===== config.mk =====
export PLATFORM = sky130hd
export DESIGN_NAME = uart_word_tx_flat
export DESIGN_NICKNAME = d
export VERILOG_FILES = /design/src/rtl/uart_word_tx_if.sv /design/src/rtl/uart_word_tx.sv /design/src/flat_wrapper.sv
export SDC_FILE = /design/constraint.sdc
export NUM_CORES = 1
export LEC_CHECK = 0
export CAP_MARGIN = 20
export CORE_MARGIN = 2
export CORE_UTILIZATION = 54
export DETAILED_ROUTE_END_ITERATION = 8
export DONT_BUFFER_PORTS = 1
export PLACE_DENSITY = 0.75
export SLEW_MARGIN = 20
export SYNTH_ARGS = -nofsm -noshare
export SYNTH_HDL_FRONTEND = slang
export SYNTH_SLANG_ARGS = --single-unit

===== constraint.sdc =====
create_clock -name uart_clk -period 2.5 [get_ports uart_clk]
set_input_delay 0.375 -clock uart_clk [delete_from_list [all_inputs] [get_ports uart_clk]]
set_output_delay 0.375 -clock uart_clk [all_outputs]
set_load 0.005 [all_outputs]

===== src/rtl/uart_word_tx_if.sv =====
// FIFO read-side bundle between the transmit FIFO and the UART word serializer.
// The master drives empty/data (FIFO side); the slave returns the pop strobe.
interface uart_word_tx_if #(
  parameter int DATA_WIDTH = 32
);
  logic                  fifo_empty;
  logic [DATA_WIDTH-1:0] fifo_data;
  logic                  fifo_pop;

  modport master (output fifo_empty, output fifo_data, input fifo_pop);
  modport slave  (input fifo_empty, input fifo_data, output fifo_pop);
endinterface


===== src/rtl/uart_word_tx.sv =====
// UART word serializer: pops a word from a FWFT FIFO and sends it as
// DATA_WIDTH/8 back-to-back 8-bit frames, LSB byte first, optional even parity.
//
// state    | meaning
// S_IDLE   | line high, pop and latch the next word when the FIFO is non-empty
// S_START  | start bit (tx low)
// S_DATA   | 8 data bits of the current byte, LSB first
// S_PARITY | even parity of the current byte (only when PARITY_BIT=1)
// S_STOP   | stop bit; last byte returns to IDLE, otherwise next byte's START
module uart_word_tx #(
  parameter int DATA_WIDTH   = 32,
  parameter int PARITY_BIT   = 1,
  parameter int CLKS_PER_BIT = 16
) (
  input  logic          uart_clk,
  input  logic          rst_n,
  uart_word_tx_if.slave fifo_if,
  output logic          tx_o,
  output logic          busy_o,
  output logic          word_done_o
);

  localparam int NBYTES = DATA_WIDTH / 8;
  localparam int BYTE_W = $clog2(NBYTES) + 1;
  localparam int CNT_W  = $clog2(CLKS_PER_BIT);
  localparam logic [CNT_W-1:0]  CNT_LAST  = CNT_W'(CLKS_PER_BIT - 1);
  localparam logic [BYTE_W-1:0] BYTE_LAST = BYTE_W'(NBYTES - 1);

  typedef enum logic [2:0] {S_IDLE, S_START, S_DATA, S_PARITY, S_STOP} state_e;

  state_e                state_q, state_d;
  logic [CNT_W-1:0]      cnt_q, cnt_d;
  logic [2:0]            bit_q, bit_d;
  logic [BYTE_W-1:0]     byte_q, byte_d;
  logic [DATA_WIDTH-1:0] shift_q, shift_d;
  logic                  tx_q, tx_d;
  logic                  busy_q, busy_d;
  logic                  word_done_q, word_done_d;
  logic                  bit_end;
  logic [7:0]            cur_byte;

  assign bit_end = (cnt_q == CNT_LAST);

  // Gated by rst_n so the FIFO never sees a pop while the block is held in reset.
  assign fifo_if.fifo_pop = rst_n && (state_q == S_IDLE) && !fifo_if.fifo_empty;

  always_ff @(posedge uart_clk or negedge rst_n) begin
    if (!rst_n) begin
      state_q     <= S_IDLE;
      cnt_q       <= '0;
      bit_q       <= '0;
      byte_q      <= '0;
      shift_q     <= '0;
      tx_q        <= 1'b1;
      busy_q      <= 1'b0;
      word_done_q <= 1'b0;
    end else begin
      state_q     <= state_d;
      cnt_q       <= cnt_d;
      bit_q       <= bit_d;
      byte_q      <= byte_d;
      shift_q     <= shift_d;
      tx_q        <= tx_d;
      busy_q      <= busy_d;
      word_done_q <= word_done_d;
    end
  end

  always_comb begin
    state_d = state_q;
    cnt_d   = cnt_q;
    bit_d   = bit_q;
    byte_d  = byte_q;
    shift_d = shift_q;
    if (state_q != S_IDLE) begin
      cnt_d = bit_end ? '0 : cnt_q + 1'b1;
    end
    case (state_q)
      S_IDLE: begin
        if (!fifo_if.fifo_empty) begin
          state_d = S_START;
          shift_d = fifo_if.fifo_data;
          byte_d  = '0;
          bit_d   = '0;
          cnt_d   = '0;
        end
      end
      S_START: begin
        if (bit_end) begin
          state_d = S_DATA;
          bit_d   = '0;
        end
      end
      S_DATA: begin
        if (bit_end) begin
          if (bit_q == 3'd7) begin
            state_d = (PARITY_BIT != 0) ? S_PARITY : S_STOP;
          end else begin
            bit_d = bit_q + 3'd1;
          end
        end
      end
      S_PARITY: begin
        if (bit_end) state_d = S_STOP;
      end
      S_STOP: begin
        if (bit_end) begin
          if (byte_q == BYTE_LAST) begin
            state_d = S_IDLE;
          end else begin
            state_d = S_START;
            byte_d  = byte_q + 1'b1;
            shift_d = shift_q >> 8;
          end
        end
      end
      default: state_d = S_IDLE;
    endcase
  end

  // Outputs are decoded from the next state so the registered pins line up
  // with the state they describe.
  always_comb begin
    cur_byte = shift_d[7:0];
    tx_d     = 1'b1;
    case (state_d)
      S_START:  tx_d = 1'b0;
      S_DATA:   tx_d = cur_byte[bit_d];
      S_PARITY: tx_d = ^cur_byte;
      default:  tx_d = 1'b1;
    endcase
    busy_d      = (state_d != S_IDLE);
    word_done_d = (state_d == S_STOP) && (cnt_d == CNT_LAST) && (byte_d == BYTE_LAST);
  end

  assign tx_o        = tx_q;
  assign busy_o      = busy_q;
  assign word_done_o = word_done_q;

endmodule


===== src/flat_wrapper.sv =====
// flat-port wrapper written by rule: the top's interface ports become plain ports
module uart_word_tx_flat 
#(
  parameter int DATA_WIDTH   = 32,
  parameter int PARITY_BIT   = 1,
  parameter int CLKS_PER_BIT = 16
)
  (uart_clk, rst_n, tx_o, busy_o, word_done_o, fifo_if_fifo_empty, fifo_if_fifo_data, fifo_if_fifo_pop);
  uart_word_tx_if #(.DATA_WIDTH(DATA_WIDTH)) fifo_if_i ();
  input  logic uart_clk;
  input  logic rst_n;
  output logic tx_o;
  output logic busy_o;
  output logic word_done_o;
  input wire logic [$bits(fifo_if_i.fifo_empty)-1:0] fifo_if_fifo_empty;
  input wire logic [$bits(fifo_if_i.fifo_data)-1:0] fifo_if_fifo_data;
  output wire logic [$bits(fifo_if_i.fifo_pop)-1:0] fifo_if_fifo_pop;
  assign fifo_if_i.fifo_empty = fifo_if_fifo_empty;
  assign fifo_if_i.fifo_data = fifo_if_fifo_data;
  assign fifo_if_fifo_pop = fifo_if_i.fifo_pop;
  uart_word_tx #(.DATA_WIDTH(DATA_WIDTH), .PARITY_BIT(PARITY_BIT), .CLKS_PER_BIT(CLKS_PER_BIT)) u_core (.uart_clk(uart_clk), .rst_n(rst_n), .fifo_if(fifo_if_i), .tx_o(tx_o), .busy_o(busy_o), .word_done_o(word_done_o));
endmodule

==> results.py, run 1 <==
metrics = {
    "run_status": {
        "status": "finished clean",
    },
    "die": {
        "rows": 23,
        "die_y_um": 69.2,
        "die_x_um": 69.2,
        "start_util_pct": 56.6,
        "die-area_um2": 4790,
        "pin_count": 39,
        "core_area_um2": 4060,
    },
    "timing": {
        "fin_skew_ns": 0.00720,
        "clock.fmax_mhz": 425,
        "layout_worst_path_cycle_share_pct": 94.2,
        "finalHoldViolCount": 0,
        "fin_setup_tns_ns": 0,
        "whs_ns": 0.203,
        "rsz0062_at_grt": "false",
        "relSlewSlack_pct": 71.6,
        "slew_violations": 0,
        "worst_pin_slew_ns": 0.426,
        "finalCriticalPeriod_ns": 2.35,
        "worst_slack_ns": 0.145,
        "finalSetupViolCount": 0,
    },
    "synth": {
        "syn_inst": 208,
        "synth_cell_types": 48,
        "yosys_warnings": 0,
        "ys_seq_elements": 48,
        "async_flop_share_pct": 100,
        "syn-cell-area_um2": 2290,
        "seq_area_frac_synth_pct": 52.4,
        "avgSynthCellArea_um2": 11.0,
        "syn_nets": 246,
        "synthFlopType": "dfrtp_1",
        "synth_edf_count": 0,
    },
    "setup_path": {
        "crit_fanout": 35,
        "crit_type": "reg2reg",
        "critPathArrivalTime_ns": 2.57,
        "crit_top_cell": "xnor2_1",
        "reg2reg_slack_ns": 0.15,
        "reg2reg_depth": 9,
        "critPathSlowestCell": "dfrtp_1",
        "cp_data_required_time_ns": 2.72,
        "cp_num_buf_inv": 1,
        "cp_cell_sequence": "ha_2, and4_1, a31oi_2, buf_12, a221o_1, xnor2_2, xnor2_1, xnor2_1, o221ai_2",
        "regToRegEndpoint": "u_core.tx_o",
        "start_kind": "flip-flop",
        "cp_top_family": "compound AO/OA/AOI/OAI gates",
        "cp-end-kind": "flip-flop",
        "max_stage_delay_ns": 0.42,
        "r2r_start": "u_core.cnt_q[0]",
    },
    "clocking": {
        "clk_latency_ns": 0.30,
        "cts.sink_count": 48,
        "h-tree-depth": 2,
        "cts-buffers-inserted": 5,
        "clkTransAtPathRegs_ns": 0.09,
        "cts_tree": "done",
        "root_buffer": "clkbuf_8",
        "clock_path_buffers": 2,
    },
    "grt": {
        "grt_pass1_vias": 1671,
        "antenna_found_initial": 0,
        "grt_max_degree": 49,
        "grt_pass1_wl_um": 7870,
        "gr-usage-all-layers_pct": 20.8,
        "grt-ovfl-total": 0,
    },
    "final_layout": {
        "insertedDiodeCount": 0,
        "area_growth_pct": 8.45,
        "fin_cells": 260,
        "layout-drive-gt1-share_pct": 13.3,
        "num-nets-final": 247,
    },
    "routing": {
        "drt_iter0_markers": 120,
        "vias": 1619,
        "route.detailed.drc": 0,
        "ant_nets": 0,
        "postRouteWirelength_um": 4750,
        "via_per_inst": 6.23,
        "wl_per_cell_um": 18.3,
        "dr.pass1.iters": 4,
    },
    "place": {
        "dp_hpwl_um": 3220,
        "port_buffers": 0,
        "finalWeightedCongestion": 0.835,
        "dp_slack_ns": -0.0169,
        "dp_cells": 250,
    },
    "min_path": {
        "hold_start": "fifo_if_fifo_data[13]",
        "hold_depth": 2,
        "min_path_type": "in2reg",
        "holdPathEnd": "u_core.shift_q[13]",
    },
    "pwr": {
        "p_leak_nw": 1.17,
        "vdd_drop_max_mv": 0.473,
        "power_density_nw_per_um2": 1140,
    },
    "job": {
        "max_cap_violations": 0,
    },
}
-- cell usage after synthesis (2+ instances only) --
library cell | instances | area share, %
a21o_1 | 2 | 0.65
a21oi_1 | 3 | 0.65
a221o_1 | 7 | 3.1
a22o_1 | 10 | 3.8
a22oi_1 | 16 | 5.2
and2_1 | 9 | 2.5
and3_1 | 4 | 1.1
buf_1 | 2 | 0.33
buf_2 | 2 | 0.44
buf_6 | 3 | 1.5
clkbuf_1 | 4 | 0.65
dfrtp_1 | 47 | 51
ha_1 | 3 | 1.6
inv_1 | 3 | 0.49
mux2_2 | 2 | 0.98
mux2i_1 | 7 | 3.1
nand2_1 | 36 | 5.9
nand3_1 | 5 | 1.1
nand4_1 | 2 | 0.55
nor2_1 | 6 | 0.98
or3_1 | 2 | 0.55
xnor2_1 | 6 | 2.3
xor2_1 | 2 | 0.76
-- final cells by class --
cell class / instances / area [um2]
Tap cell: 50 / 62.6
Clock buffer: 6 / 82.6
Fill cell: 321 / 1570
Clock inverter: 2 / 13.8
Timing Repair Buffer: 6 / 80.1
Sequential cell: 48 / 1200
Multi-Input combinational cell: 145 / 1040
Inverter: 3 / 11.3
-- per-layer routing --
layer,part of all wire [%],up-vias,global-route usage (%)
met5,0,-,0
met4,1.3,0,8.71
met3,6.7,9,7.56
met2,48,49,32.1
met1,44,802,26.7
li1,-,759,-
-- worst max path at each step --
| stage | from | to | slack [ns] | cells after the start |
|---|---|---|---|---|
| finish | u_core.cnt_q[0] | u_core.tx_o | 0.15 | 9 |
| global route | u_core.cnt_q[0] | u_core.tx_o | 0.03 | 9 |
| CTS | u_core.cnt_q[0] | u_core.tx_o | 0.04 | 8 |
| detailed placement | u_core.cnt_q[0] | u_core.tx_o | -0.02 | 8 |
| global placement | u_core.cnt_q[0] | u_core.tx_o | 0.17 | 8 |
| floorplan | u_core.cnt_q[0] | u_core.tx_o | 0.17 | 10 |
-- state kept, by name, summed over array words and instances (netlist names) --
| signal | flops |
|---|---|
| u_core.state_q | 3 |
| u_core.word_done_o | 1 |
| u_core.cnt_q | 4 |
| u_core.tx_o | 1 |
| u_core.shift_q | 32 |
| u_core.busy_o | 1 |
| u_core.bit_q | 3 |
| u_core.byte_q | 3 |
-- per-stage QoR --
step	util, %	total power, W	cell area [um2]
6_report	61.3	0.00283	2490
2_1_floorplan	-	0.00208	2290
4_1_cts	60.7	0.00279	2460
3_5_place_dp	57.3	0.00229	2330
5_1_grt	61.3	0.00305	2490
3_3_place_gp	57.3	0.00221	2330
-- kinds of logic after synthesis --
kind of cell / share of synthesized area [%]
AO/OA/AOI/OAI: 17.9
adder cells (fa/ha/maj): 1.64
buffers and inverters: 3.71
XOR/XNOR: 3.76
multiplexers: 4.03
AND/OR/NAND/NOR: 16.5
flip-flops: 52.4
-- power breakdown --
part | internal, W | switching, W
clock network | 0.000226 | 0.000252
logic | 0.000504 | 0.000527
registers | 0.00109 | 0.000233
total | 0.00182 | 0.00101
-- layout by cell type (no fill, tap or decap), types with 2 or more instances in the layout --
cell type  synthesis  layout
a22o_1            10      10
mux2i_1            7       7
xnor2_1            6       4
a22oi_1           16      16
inv_1              3       3
buf_4              1       3
clkbuf_8           0       6
and3_1             4       3
a21oi_1            3       3
and2_1             9       9
nand3_1            5       5
or3_1              2       2
xor2_1             2       2
nand4_1            2       2
nand2_1           36      36
a21o_1             2       2
dfrtp_1           47      47
xnor2_2            1       3
mux2_2             2       2
nor2_1             6       6
a221o_1            7       7
ha_1               3       2
-- repair_timing --
action	CTS	global route
pin swaps	0	4
endpoints found under the setup margin	1	1
hold endpoints to repair	48	0
buffers inserted	0	0
gates resized for setup	1	5
hold buffers	2	0
gates cloned	0	0
No activity file was read; power rests on OpenSTA's default activity.
==> run 2, diff against run 1 <==
- GPL_ROUTABILITY_DRIVEN: not set -> 0
- PLACE_DENSITY: 0.75 -> 0.69
- REMOVE_ABC_BUFFERS: not set -> 1
==> run 2 against run 1 <==
Sequential power about the same; power increased by 1.9%; critical path depth unchanged; combinational power decreased by 5%; largest cell class unchanged; largest power group unchanged.
==> results.py, run 2 (same netlist as run 1, synthesis figures left out) <==
metrics = {
    "run_status": {
        "status": "finished clean",
    },
    "final_layout": {
        "area_growth_pct": 9.65,
        "layout-drive-gt1-share_pct": 13.1,
        "largest_reg_flops": 32,
        "final_common_cell": "dfrtp_1",
        "layout_common_cells": "46 x dfrtp_1, 36 x nand2_1, 16 x a22oi_1",
        "num-nets-final": 250,
        "largest-register": "u_core.shift_q",
        "fin_cells": 263,
        "reg_top3": "u_core.shift_q x32, u_core.cnt_q x4",
        "fin_area_um2": 2520,
        "insertedDiodeCount": 0,
    },
    "die": {
        "start_util_pct": 56.6,
        "rows": 23,
        "die_x_um": 69.2,
        "pin_count": 39,
        "die_y_um": 69.2,
        "die-area_um2": 4790,
        "core_area_um2": 4060,
    },
    "setup_path": {
        "crit_start": "u_core.cnt_q[0]",
        "crit_fanout": 26,
        "reg2reg_depth": 9,
        "reg2reg_slack_ns": 0.12,
        "cp-end-kind": "flip-flop",
        "cp_data_required_time_ns": 2.71,
        "crit_type": "reg2reg",
        "start_kind": "flip-flop",
        "critPathArrivalTime_ns": 2.59,
        "regToRegEndpoint": "u_core.tx_o",
        "critPathCapture": "u_core.tx_o",
        "r2r_start": "u_core.cnt_q[0]",
    },
    "timing": {
        "layout_worst_path_cycle_share_pct": 95.2,
        "finalSetupViolCount": 0,
        "finalCriticalPeriod_ns": 2.38,
        "relSlewSlack_pct": 73.0,
        "slew_violations": 0,
        "worst_slack_ns": 0.121,
        "clock.fmax_mhz": 420,
        "whs_ns": 0.203,
        "fin_skew_ns": 0.00557,
        "finalHoldViolCount": 0,
        "worst_pin_slew_ns": 0.404,
        "fin_setup_tns_ns": 0,
    },
    "clocking": {
        "clkTransAtPathRegs_ns": 0.08,
        "clk_latency_ns": 0.30,
        "cts_tree": "done",
        "cts.sink_count": 48,
        "cts-buffers-inserted": 5,
        "clock_path_buffers": 2,
        "h-tree-depth": 2,
        "root_buffer": "clkbuf_8",
    },
    "routing": {
        "ant_nets": 0,
        "route.detailed.drc": 0,
        "drt_iter0_markers": 153,
        "postRouteWirelength_um": 4590,
        "dr.pass1.iters": 4,
        "via_per_inst": 6.03,
        "wl_per_cell_um": 17.5,
        "vias": 1585,
    },
    "pwr": {
        "vdd_drop_max_mv": 0.569,
        "p_sw_share_pct": 33.1,
        "pwr-share-seq_pct": 45.6,
        "p_int_w": 0.00193,
        "clock_power_share_pct": 20.6,
        "p_leak_nw": 1.19,
        "comb_power_share_pct": 33.8,
        "power_switching_w": 0.000956,
        "power_density_nw_per_um2": 1150,
    },
    "min_path": {
        "min_path_type": "in2reg",
    },
    "job": {
        "max_cap_violations": 0,
    },
    "place": {
        "dp_cells": 252,
        "dp_slack_ns": 0.0978,
        "place_area_um2": 2340,
        "port_buffers": 0,
        "dp_hpwl_um": 3120,
    },
    "grt": {
        "gr-usage-all-layers_pct": 20.8,
        "grt-ovfl-total": 0,
        "antenna_found_initial": 0,
        "grt_pass1_wl_um": 7890,
        "grt_pass1_vias": 1671,
        "grt_max_degree": 49,
    },
}
==> run 2: cell count changes in the layout (fill, tap and decap cells not counted) <==
| cell | change |
|---|---|
| and3_1 | +1 |
| and3_4 | -1 |
| buf_4 | +3 |
| bufinv_16 | +1 |
| clkbuf_8 | +1 |
| clkinv_2 | -1 |
| dfrtp_1 | -1 |
| dfrtp_2 | +1 |
| inv_6 | -1 |
| o221ai_1 | +1 |
| o221ai_2 | -1 |
| xnor2_1 | +2 |
| xnor2_2 | -2 |
==> run 2: power groups by stage <==
| stage | registers [W] | clock network, W | logic (W) |
|---|---|---|---|
| 3_3_place_gp | 0.00131 | 0 | 0.000894 |
| 6_report | 0.00132 | 0.000595 | 0.000976 |
| 3_5_place_dp | 0.00132 | 0 | 0.000941 |
| 2_1_floorplan | 0.00126 | 0 | 0.000777 |
| 4_1_cts | 0.00131 | 0.000618 | 0.000964 |
| 5_1_grt | 0.00136 | 0.000646 | 0.00110 |
==> run 2: stage by stage <==
stage                     power [W]  util, %
after floorplan             0.00204        -
after global placement      0.00221     57.7
after detailed placement    0.00226     57.7
after CTS                   0.00289     61.7
after global routing        0.00311     62.0
final                       0.00289     62.0
==> run 2: metal layers <==
| metal | track usage (%) | wire (um) | up-vias |
|---|---|---|---|
| met2 | 32.7 | 2240 | 40 |
| met3 | 5.23 | 203 | 6 |
| li1 | - | - | 764 |
| met4 | 8.28 | 56 | 0 |
| met1 | 27.7 | 2090 | 775 |
| met5 | 0 | 0 | - |
==> run 2: critical path, cell delays in order (launching register included) <==
cell,delay [ns]
dfrtp_1,0.42
ha_2,0.22
and4_1,0.24
and3_1,0.18
buf_12,0.16
a221o_1,0.39
xnor2_1,0.22
xnor2_1,0.16
xnor2_1,0.13
o221ai_1,0.14
==> run 2: worst min-delay path by stage <==
| stage | to | depth (start not counted) | from |
|---|---|---|---|
| finish | u_core.shift_q[10] | 2 | fifo_if_fifo_data[10] |
| global route | u_core.shift_q[30] | 1 | fifo_if_fifo_data[30] |
| CTS | u_core.shift_q[10] | 2 | fifo_if_fifo_data[10] |
| detailed placement | u_core.cnt_q[3] | 0 | rst_n |
| global placement | u_core.cnt_q[3] | 0 | rst_n |
| floorplan | u_core.bit_q[0] | 0 | rst_n |
==> run 2: area by class of cell <==
cell class,instances,area [um2]
Clock buffer,7,96.3
Clock inverter,1,30.0
Fill cell,350,1540
Inverter,3,11.3
Multi-Input combinational cell,145,1010
Sequential cell,48,1200
Tap cell,50,62.6
Timing Repair Buffer,9,103
==> run 2: timing repair <==
action / in CTS / in global routing
setup buffers: 0 / 1
gates resized for setup: 0 / 2
hold endpoints to repair: 48 / 0
setup endpoints to repair: 0 / 1
hold buffers: 2 / 0
==> run 3, diff against run 2 <==
==> constraint.sdc (replaced) <==
create_clock -name uart_clk -period 3 [get_ports uart_clk]
set_input_delay 0 -clock uart_clk [delete_from_list [all_inputs] [get_ports uart_clk]]
set_output_delay 0 -clock uart_clk [all_outputs]
set_load 0.005 [all_outputs]
==> run 3 against run 2 <==
First-iteration DRC count shrank 25%; clock power down 38%; largest cell class unchanged; die area unchanged; combinational power fell by 15%; power decreased by 20%; register-to-register slack better by 0.33 ns; clock skew is 0.0057 ns higher; sequential power is 17% lower; global-route usage up 0.41 points; non-clock buffer count increased by 23; design area up 6.9%; utilization is 4.3 points higher.
==> results.py, run 3 (same netlist as run 1, synthesis figures left out) <==
metrics = {
    "clocking": {
        "clk_latency_ns": 0.30,
        "cts_resized": 0,
        "h-tree-depth": 2,
        "cts-buffers-inserted": 5,
        "clkTransAtPathRegs_ns": 0.09,
        "root_buffer": "clkbuf_8",
        "post-cts-setup-buffers": 0,
        "cts.sink_count": 48,
        "cts_tree": "done",
        "clock_path_buffers": 2,
    },
    "setup_path": {
        "r2r_start": "u_core.cnt_q[0]",
        "reg2reg_depth": 8,
        "regToRegEndpoint": "u_core.tx_o",
        "critPathArrivalTime_ns": 2.77,
        "crit_top_cell": "xnor2_1",
        "cp_cell_sequence": "ha_1, and4_1, and3_1, a221o_1, xnor2_1, xnor2_1, xnor2_1, o221ai_1",
        "crit_type": "reg2reg",
        "cp_data_required_time_ns": 3.21,
        "critPathSlowestCell": "a221o_1",
        "crit_fanout": 16,
        "cp-end-kind": "flip-flop",
        "max_stage_delay_ns": 0.48,
        "start_kind": "flip-flop",
        "reg2reg_slack_ns": 0.45,
    },
    "grt": {
        "gr-usage-met1_pct": 27.2,
        "grt_pass1_vias": 1749,
        "gr-usage-all-layers_pct": 21.2,
        "grt_pass1_wl_um": 8040,
        "top_usage_layer": "met2",
        "grtUsageMet3_pct": 5.09,
        "grt_use_met2_pct": 35.3,
        "antenna_found_initial": 0,
        "grt_max_degree": 49,
        "grt-ovfl-total": 0,
    },
    "final_layout": {
        "insertedDiodeCount": 0,
        "layout_common_cells": "47 x dfrtp_1, 36 x nand2_1, 26 x dlygate4sd3_1",
        "largest-register": "u_core.shift_q",
        "layout-drive-gt1-share_pct": 9.32,
        "num-nets-final": 273,
        "reg_top3": "u_core.shift_q x32, u_core.cnt_q x4",
        "largest_reg_flops": 32,
        "area_growth_pct": 17.2,
        "fillCellCount": 324,
        "final_util_pct": 66.3,
        "final_common_cell": "dfrtp_1",
        "fin_area_um2": 2690,
    },
    "place": {
        "dp_hpwl_um": 3100,
        "place_area_um2": 2320,
        "port_buffers": 0,
    },
    "timing": {
        "finalSetupViolCount": 0,
        "relSlewSlack_pct": 58.3,
        "fin_setup_tns_ns": 0,
        "finalCriticalPeriod_ns": 2.55,
        "layout_worst_path_cycle_share_pct": 85.1,
        "worst_pin_slew_ns": 0.626,
        "clock.fmax_mhz": 392,
        "slew_violations": 0,
        "whs_ns": 0.0138,
        "rsz0062_at_grt": "false",
        "finalHoldViolCount": 0,
        "fin_skew_ns": 0.0113,
    },
    "routing": {
        "route.detailed.drc": 0,
        "via_per_inst": 5.90,
        "wl_per_cell_um": 17.0,
        "dr.pass1.iters": 4,
        "drt_iter0_markers": 115,
        "postRouteWirelength_um": 4860,
        "vias": 1687,
        "ant_nets": 0,
    },
    "die": {
        "core_area_um2": 4060,
        "rows": 23,
        "die_y_um": 69.2,
        "die_x_um": 69.2,
        "die-area_um2": 4790,
        "pin_count": 39,
        "start_util_pct": 56.6,
    },
    "min_path": {
        "hold_depth": 2,
        "holdPathEnd": "u_core.shift_q[6]",
        "min_path_type": "in2reg",
        "hold_start": "fifo_if_fifo_data[6]",
    },
    "pwr": {
        "power_density_nw_per_um2": 857,
        "p_leak_nw": 1.26,
        "vdd_drop_max_mv": 0.438,
    },
    "run_status": {
        "status": "finished clean",
    },
    "job": {
        "max_cap_violations": 0,
    },
}
-- run 3: changes by cell type in the layout (fill, tap and decap cells not counted) --
cell,before,now
buf_12,1,0
bufinv_16,1,0
dlygate4sd3_1,1,26
clkinv_2,0,1
dfrtp_1,46,47
clkbuf_8,7,5
clkbuf_1,0,2
ha_2,1,0
ha_1,2,3
dfrtp_2,1,0
buf_4,6,5
-- run 3: metrics by stage --
step | std cells | setup WS (ns) | power, W
2_1_floorplan | 196 | -0.0225 | 0.00170
3_3_place_gp | 251 | 0.588 | 0.00183
3_5_place_dp | 251 | 0.453 | 0.00189
4_1_cts | 286 | 0.452 | 0.00231
5_1_grt | 286 | 0.282 | 0.00246
6_report | 286 | 0.448 | 0.00230
-- run 3: worst max path at each step --
stage / startpoint / end / cells after the start
floorplan: u_core.state_q[2] / u_core.tx_o / 7
global placement: u_core.cnt_q[0] / u_core.tx_o / 8
detailed placement: u_core.cnt_q[0] / u_core.tx_o / 8
CTS: u_core.cnt_q[0] / u_core.tx_o / 8
global route: u_core.state_q[2] / u_core.tx_o / 7
finish: u_core.cnt_q[0] / u_core.tx_o / 8
-- run 3: critical path, delay by kind of cell (launching register included) --
family                     cells  cell delay (ns)
xor gates and xnor gates       3             0.56
DFF                            1             0.42
AOI/OAI and AO/OA              2             0.62
and+or+nand+nor                2             0.61
adders and majority gates      1             0.26
-- run 3: repair_timing --
| action | in CTS | in global routing |
|---|---|---|
| hold buffers | 27 | 0 |
| setup endpoints to repair | 0 | 0 |
| endpoints found under the hold margin | 74 | 0 |
-- run 3: cell type report --
cell class	instances	area [um2]	area share, %
clock buffer	7	76.3	2.84
clock inverter	1	5.00	0.186
inverter	3	11.3	0.419
multi-input combinational	145	1010	37.4
sequential	48	1200	44.7
tap	50	62.6	2.33
timing repair buffer	32	325	12.1
-- run 3: report_power, final --
group | switching [W] | leakage (nW) | internal [W] | total [W]
clock | 0.000205 | 0.0422 | 0.000164 | 0.000368
sequential | 0.000195 | 0.604 | 0.000909 | 0.00110
combinational | 0.000422 | 0.615 | 0.000410 | 0.000832
-- run 3: layer usage --
metal / vias up / routed length, um
met1: 832 / 2220
met3: 7 / 184
li1: 808 / -
met2: 40 / 2400
met4: 0 / 59
met5: - / 0
